File: src/rtl/byte_serializer_pkg.sv
// Shared types and defaults for the byte serializer slice.
// No logic here: state encoding and the default word width only.
// No flow control of its own.
package byte_serializer_pkg;

   // Default parallel word width.
   localparam int DATA_W_DEF = 8;

   // Serializer FSM state encoding.
   typedef enum logic {
      IDLE  = 1'b0,
      SHIFT = 1'b1
   } state_e;

endpackage : byte_serializer_pkg

File: src/rtl/word_hold_buf.sv
// One-entry word buffer that parks a word accepted while another is shifting.
// Latency: a write is visible on dat_o/full_o the cycle after the write edge.
// No internal backpressure: the owner gates writes with full_o.
module word_hold_buf #(
   parameter int W = 8
) (
   input  logic         clk,
   input  logic         reset,
   input  logic         wr_i,
   input  logic [W-1:0] wr_dat_i,
   input  logic         pop_i,
   output logic [W-1:0] dat_o,
   output logic         full_o
);

   logic [W-1:0] dat_q, dat_d;
   logic         full_q, full_d;

   // Next-state: a write wins over a pop; a pop only clears the full flag.
   always_comb begin
      dat_d  = dat_q;
      full_d = full_q;
      if (wr_i) begin
         dat_d  = wr_dat_i;
         full_d = 1'b1;
      end else if (pop_i) begin
         full_d = 1'b0;
      end
   end

   // Buffer registers with synchronous reset.
   always_ff @(posedge clk) begin
      if (reset) begin
         dat_q  <= '0;
         full_q <= 1'b0;
      end else begin
         dat_q  <= dat_d;
         full_q <= full_d;
      end
   end

   assign dat_o  = dat_q;
   assign full_o = full_q;

endmodule : word_hold_buf

File: src/rtl/byte_serializer.sv
// Parallel-to-serial converter with a one-word hold buffer for gapless back-to-back words.
// Latency: first bit on dout_bit one cycle after accept; later bits advance on bit_tick.
// Backpressure: din_ready drops only while the hold buffer is occupied (register-decoded).
module byte_serializer
   import byte_serializer_pkg::*;
#(
   parameter int DATA_W    = DATA_W_DEF,
   parameter int MSB_FIRST = 1
) (
   input  logic              clk,
   input  logic              reset,
   input  logic [DATA_W-1:0] din,
   input  logic              din_valid,
   output logic              din_ready,
   input  logic              bit_tick,
   output logic              dout_bit,
   output logic              dout_valid,
   output logic              dout_last
);

   localparam int                CNT_W    = (DATA_W > 1) ? $clog2(DATA_W) : 1;
   localparam logic [CNT_W-1:0]  LAST_CNT = CNT_W'(DATA_W - 1);

   state_e              state_q, state_d;
   logic [DATA_W-1:0]   shreg_q, shreg_d;
   logic [CNT_W-1:0]    cnt_q, cnt_d;

   logic                accept;
   logic                hold_wr, hold_pop, hold_full;
   logic [DATA_W-1:0]   hold_dat;

   word_hold_buf #(.W(DATA_W)) u_hold (
      .clk      (clk),
      .reset    (reset),
      .wr_i     (hold_wr),
      .wr_dat_i (din),
      .pop_i    (hold_pop),
      .dat_o    (hold_dat),
      .full_o   (hold_full)
   );

   assign din_ready = ~hold_full;
   assign accept    = din_valid & din_ready;

   // Next-state: load from IDLE, shift on tick, and at end of word prefer the
   // held word, then a same-cycle accept, so consecutive words leave no gap bit.
   always_comb begin
      state_d  = state_q;
      shreg_d  = shreg_q;
      cnt_d    = cnt_q;
      hold_wr  = 1'b0;
      hold_pop = 1'b0;
      case (state_q)
         IDLE: begin
            if (accept) begin
               shreg_d = din;
               cnt_d   = '0;
               state_d = SHIFT;
            end
         end
         SHIFT: begin
            if (bit_tick && (cnt_q == LAST_CNT)) begin
               cnt_d = '0;
               if (hold_full) begin
                  shreg_d  = hold_dat;
                  hold_pop = 1'b1;
               end else if (accept) begin
                  shreg_d = din;
               end else begin
                  shreg_d = '0;
                  state_d = IDLE;
               end
            end else begin
               if (bit_tick) begin
                  shreg_d = (MSB_FIRST != 0) ? (shreg_q << 1) : (shreg_q >> 1);
                  cnt_d   = cnt_q + CNT_W'(1);
               end
               // hold_full implies no accept, so this never overwrites a held word.
               if (accept) begin
                  hold_wr = 1'b1;
               end
            end
         end
         default: begin
            state_d = IDLE;
         end
      endcase
   end

   // State, shift register and bit counter with synchronous reset.
   always_ff @(posedge clk) begin
      if (reset) begin
         state_q <= IDLE;
         shreg_q <= '0;
         cnt_q   <= '0;
      end else begin
         state_q <= state_d;
         shreg_q <= shreg_d;
         cnt_q   <= cnt_d;
      end
   end

   assign dout_valid = (state_q == SHIFT);
   assign dout_last  = dout_valid && (cnt_q == LAST_CNT);
   assign dout_bit   = dout_valid &
                       ((MSB_FIRST != 0) ? shreg_q[DATA_W-1] : shreg_q[0]);

endmodule : byte_serializer

File: config.mk
export PLATFORM = sky130hd
export DESIGN_NAME = byte_serializer
export DESIGN_NICKNAME = d
export VERILOG_FILES = /design/src/rtl/byte_serializer_pkg.sv /design/src/rtl/word_hold_buf.sv /design/src/rtl/byte_serializer.sv
export SDC_FILE = /design/constraint.sdc
export NUM_CORES = 1
export LEC_CHECK = 0
export ABC_AREA = 1
export CORE_UTILIZATION = 50
export DETAILED_ROUTE_END_ITERATION = 8
export PLACE_DENSITY = 0.74
export SYNTH_ARGS = -nofsm -noshare
export SYNTH_HDL_FRONTEND = slang
export SYNTH_HIERARCHICAL = 1
export SYNTH_SLANG_ARGS = --single-unit
File: constraint.sdc
create_clock -name clk -period 2.5 [get_ports clk]
set_clock_uncertainty 0.15 [all_clocks]
set_input_delay 0.5 -clock clk [delete_from_list [all_inputs] [get_ports clk]]
set_output_delay 0.5 -clock clk [all_outputs]
set_load 0.01 [all_outputs]
**Word level (Yosys, flattened, before mapping)**

Index checks and enable logic that the tools add are counted.

- Add/subtract/negate cells: 1
- Multiplexer cells: 21
- Divide/modulo/power cells: 0
- Shifts and indexed selects: 0
- Bitwise logic cells: 4
- Multiply operators: 0
- Eq/ne operators: 3
- Reductions and logical operators: 4
- Magnitude comparators: 0

Operators by type and width:

| kind | number |
|---|---|
| 8-bit 2-to-1 mux | 5 |
| 8-bit one-hot mux with 2 select lines | 1 |
| 1-bit 2-to-1 mux | 10 |
| 3-bit 2-to-1 mux | 3 |
| 3-bit one-hot mux with 2 select lines | 1 |
| 3-bit by 1-bit adder with 3-bit output, second input constant | 1 |
| 3-bit == test, second input constant | 1 |
| 3-bit by 2-bit inequality test with 1-bit output, second input constant | 1 |
| 1-bit AND | 2 |
| 1-bit logical AND | 2 |
| 2-bit inequality test, second input constant | 1 |
| 1-bit inverter | 2 |
| 1-bit one-hot mux with 2 select lines | 1 |
| 2-bit AND reduction | 1 |
| 2-bit nonzero test | 1 |

- Memory bits (writable): 0
- Memories kept: 0
- Latch bits: 0
- Flip-flop bits (word level): 21
- Word-level logic and storage cells: 38
- ROM bits: 0
- Bits of input ports: 12

**Depth between registers and ports, before layout**

- Word-level depth: 6
- Mapped depth: 8
- Mapped depth without buffers: 8

**By module**

The synthesis kept the hierarchy.

Modules (own cells, without submodules):

| module | seq. area each (um^2) | area an instance (um^2) | cells each | instances |
|---|---|---|---|---|
| byte_serializer | 240.2 | 903.4 | 142 | 1 |
| word_hold_buf | 180.2 | 304.0 | 38 | 1 |

**Worst setup path after synthesis**

No wires, ideal clock.

- Kind: in2reg
- Start point: input din_valid
- End point: register u_hold.dat_q[5], in the netlist u_hold/dat_o[5]
- Arrival: 1468 ps
- Setup slack: 766 ps
- Library setup time: 116 ps
- Required time: 2234 ps
- Buffers on the path: 1
- Stages on the path: 8
- Cells stage by stage: buf_4 -> inv_1 -> nor2_4 -> inv_1 -> nor2_1 -> inv_2 -> nor2_1 -> nor2_1

- Word-level cells in the longest chain between the ends: 4

RTL lines:

| item | line | text |
|---|---|---|
| from (decl) | byte_serializer.sv:13 | `input logic din_valid,` |
| 1-bit AND | byte_serializer.sv:43 | `assign accept = din_valid & din_ready;` |
| 1-bit 2-to-1 mux | byte_serializer.sv:79 | `if (accept) begin` |
| 1-bit 2-to-1 mux | byte_serializer.sv:62 | `if (bit_tick && (cnt_q == LAST_CNT)) begin` |
| 1-bit 2-to-1 mux | byte_serializer.sv:53 | `case (state_q)` |
| net hold_wr | byte_serializer.sv:29 | `logic hold_wr, hold_pop, hold_full;` |
| to (signal assigned) | word_hold_buf.sv:37 | `dat_q <= dat_d;` |
| to (decl) | word_hold_buf.sv:16 | `logic [W-1:0] dat_q, dat_d;` |

The timed path passes the listed nets, and every way through them passes these cells.
A chain may end at the register's enable or synchronous reset.

**Final worst setup path**

- Start point: register cnt_q[0]
- End point: output dout_last

- Word-level cells in the longest chain between the ends: 2

RTL lines:

| item | line | text |
|---|---|---|
| from (decl) | byte_serializer.sv:26 | `logic [CNT_W-1:0] cnt_q, cnt_d;` |
| from (signal assigned) | byte_serializer.sv:99 | `cnt_q <= cnt_d;` |
| 3-bit == test | byte_serializer.sv:104 | `assign dout_last = dout_valid && (cnt_q == LAST_CNT);` |
| 1-bit logical AND | byte_serializer.sv:104 |  |
| to (decl) | byte_serializer.sv:18 | `output logic dout_last` |

Every way passes these cells.

==> impl_metrics.yaml <==
global_route:
  grt_overflow: 0
  grt_pass1_vias: 1014
  grt_pass1_wl_um: 4260
  grt_max_degree: 19
  grt_usage: 0.218
  antenna_found_initial: 0
placement:
  gp_congestion: 0.836
  portBuffers: 15
  pre_cts_slack_ns: 0.177
  post-dp-hpwl_um: 1940
  place_area_um2: 1360
setup_path:
  end_kind: "output port"
  crit_fanout: 3
  cp-start-kind: "register"
  required_ns: 1.85
  critPathKind: "register to output port"
  cp.arrival_ns: 1.72
sta:
  hold_violations: 0
  fin_setup_tns_ns: 0
  rsz0062_at_grt: "false"
  tightest_slew_ns: 0.479
  relSlewSlack: 0.679
  fin_crit_sh: 0.947
  fmax_ghz: 0.422
  layout_min_cycle_time_ns: 2.37
  finalWorstSetupSlack_ns: 0.132
  drv_slew: 0
  setup_viol: 0
die:
  core_area_um2: 2250
  rows: 17
  die_area_um2: 2620
  fp.dieH_um: 51.1
  initial_utilization: 0.536
  num_io_pins: 16
  die_x_um: 51.1
drt:
  drc_errors: 0
  wl_per_cell_um: 11.4
  wirelength_um: 2550
  vias_per_cell: 5.04
  drt_iter0_drc: 33
  ant_nets: 0
  dr.pass1.iters: 5
  vias: 1128
logic_synthesis:
  synth_edf_count: 0
  synth.top_cell.area_share: 0.348
  synth_warnings: 6
  synthArstFlopShare: 0
  synth_seq_cells: 21
  syn_inst: 180
  ys_types: 20
  synthTopCellsByArea: "dfxtp_1 (35%), nand3_1 (12%), nand2_1 (11%)"
  syn-num-nets: 194
  avgSynthCellArea_um2: 6.71
  ys.flop_type: "dfxtp_1"
  synth.largest_area_cell: "dfxtp_1"
  synth_area_um2: 1210
  yosysSeqAreaShare: 0.348
clocking:
  htree_num_levels: 1
  cts_made_buffers: 3
  path_clk_slew_ns: 0.11
  clock_latency_ns: 0.31
  cts_tree: "done"
  cts_buffer_depth: 2
  cts_num_sinks: 21
  cts-root-buf: "clkbuf_4"
  cts_resized: 0
  cts-hold-fix-buffers: 0
  post_cts_buffers: 0
final_layout:
  fin_util: 0.618
  layout.nets: 211
  num_antenna_cells: 0
  drive_gt1_frac: 0.102
  fillCellCount: 229
  postLayoutCellArea_um2: 1390
  area_growth_pct: 15.4
min_path:
  hp-class: "register to register"
flow_run:
  max_cap_viol_count: 0
power_and_ir_drop:
  ir_worst_vdd_v: 0.000375
  powerDensity_nw_per_um2: 500
  leakage_nw: 0.643
outcome:
  outcome: "completed"
==> cells in the mapped netlist, types with 2 or more instances <==
cell	number
o21ai_0	10
nand2_4	2
inv_1	22
inv_2	3
a21oi_1	18
ha_1	2
dfxtp_1	21
nand3_1	30
nor2_1	21
nand2_1	36
buf_6	4
nand2_2	2
a21oi_2	2
==> final timing paths <==
kind                  from         endpoint  slack (ns)  cells past startpoint
hold reg to reg   cnt_q[0]         cnt_q[0]        0.33                      1
setup / recovery  cnt_q[0]        dout_last        0.13                      5
hold / removal    cnt_q[0]         cnt_q[0]        0.33                      1
setup reg to reg  cnt_q[0]  u_hold/dat_o[0]        0.53                      8
==> critical path, stage by stage, from the launching register on <==
cell             delay, ns
dfxtp_1               0.37
ha_1                  0.20
ha_4                  0.17
nand2_1               0.08
inv_1                 0.08
clkdlybuf4s50_1       0.53
==> cell type report <==
| type | instances | area [µm²] | area share |
|---|---|---|---|
| Clock buffer | 4 | 26.3 | 0.0189 |
| Inverter | 26 | 100 | 0.0718 |
| Multi-Input combinational cell | 128 | 647 | 0.464 |
| Sequential cell | 21 | 420 | 0.302 |
| Tap cell | 28 | 35.0 | 0.0251 |
| Timing Repair Buffer | 17 | 165 | 0.118 |
==> cell usage in the layout, fill, tap and decap left out, drive strengths merged <==
| cell type | instances |
|---|---|
| o21bai | 1 |
| nand2 | 40 |
| clkbuf | 4 |
| dfxtp | 21 |
| clkdlybuf4s50 | 15 |
| ha | 2 |
| buf | 2 |
| inv | 26 |
| a21oi | 20 |
| o21ai | 10 |
| nand3 | 32 |
| nor2 | 23 |
==> power by group <==
group	internal (W)	switching [W]
Clock	0.0000622	0.000106
Sequential	0.000361	0.0000147
Combinational	0.0000626	0.0000897
==> flip-flops by register name (all words and copies together) (netlist names) <==
signal / count
u_hold/dat_o: 8
dout_valid: 1
shreg_q: 8
u_hold/full_o: 1
cnt_q: 3
==> cell families after synthesis <==
| logic type | share of synthesized area |
|---|---|
| adder cells (fa/ha/maj) | 0.0207 |
| flip-flops | 0.348 |
| buffers and inverters | 0.126 |
| AO/OA/AOI/OAI | 0.137 |
| AND/OR/NAND/NOR | 0.368 |
==> per-stage QoR <==
step | hold slack, ns | cells | power [W]
after detailed placement | 0.309 | 220 | 0.000535
after floorplan | 0.279 | 180 | 0.000490
final | 0.326 | 224 | 0.000697
after CTS | 0.324 | 224 | 0.000701
after global placement | 0.296 | 220 | 0.000531
after global routing | 0.349 | 224 | 0.000740
==> routing by layer <==
layer | share of wire | vias up | track usage
met3 | 0.022 | 4 | 0.0357
met2 | 0.46 | 19 | 0.349
met1 | 0.50 | 493 | 0.296
met5 | 0 | - | 0
met4 | 0.013 | 0 | 0.0694
li1 | - | 612 | -
No activity file was read; power rests on OpenSTA's default activity.
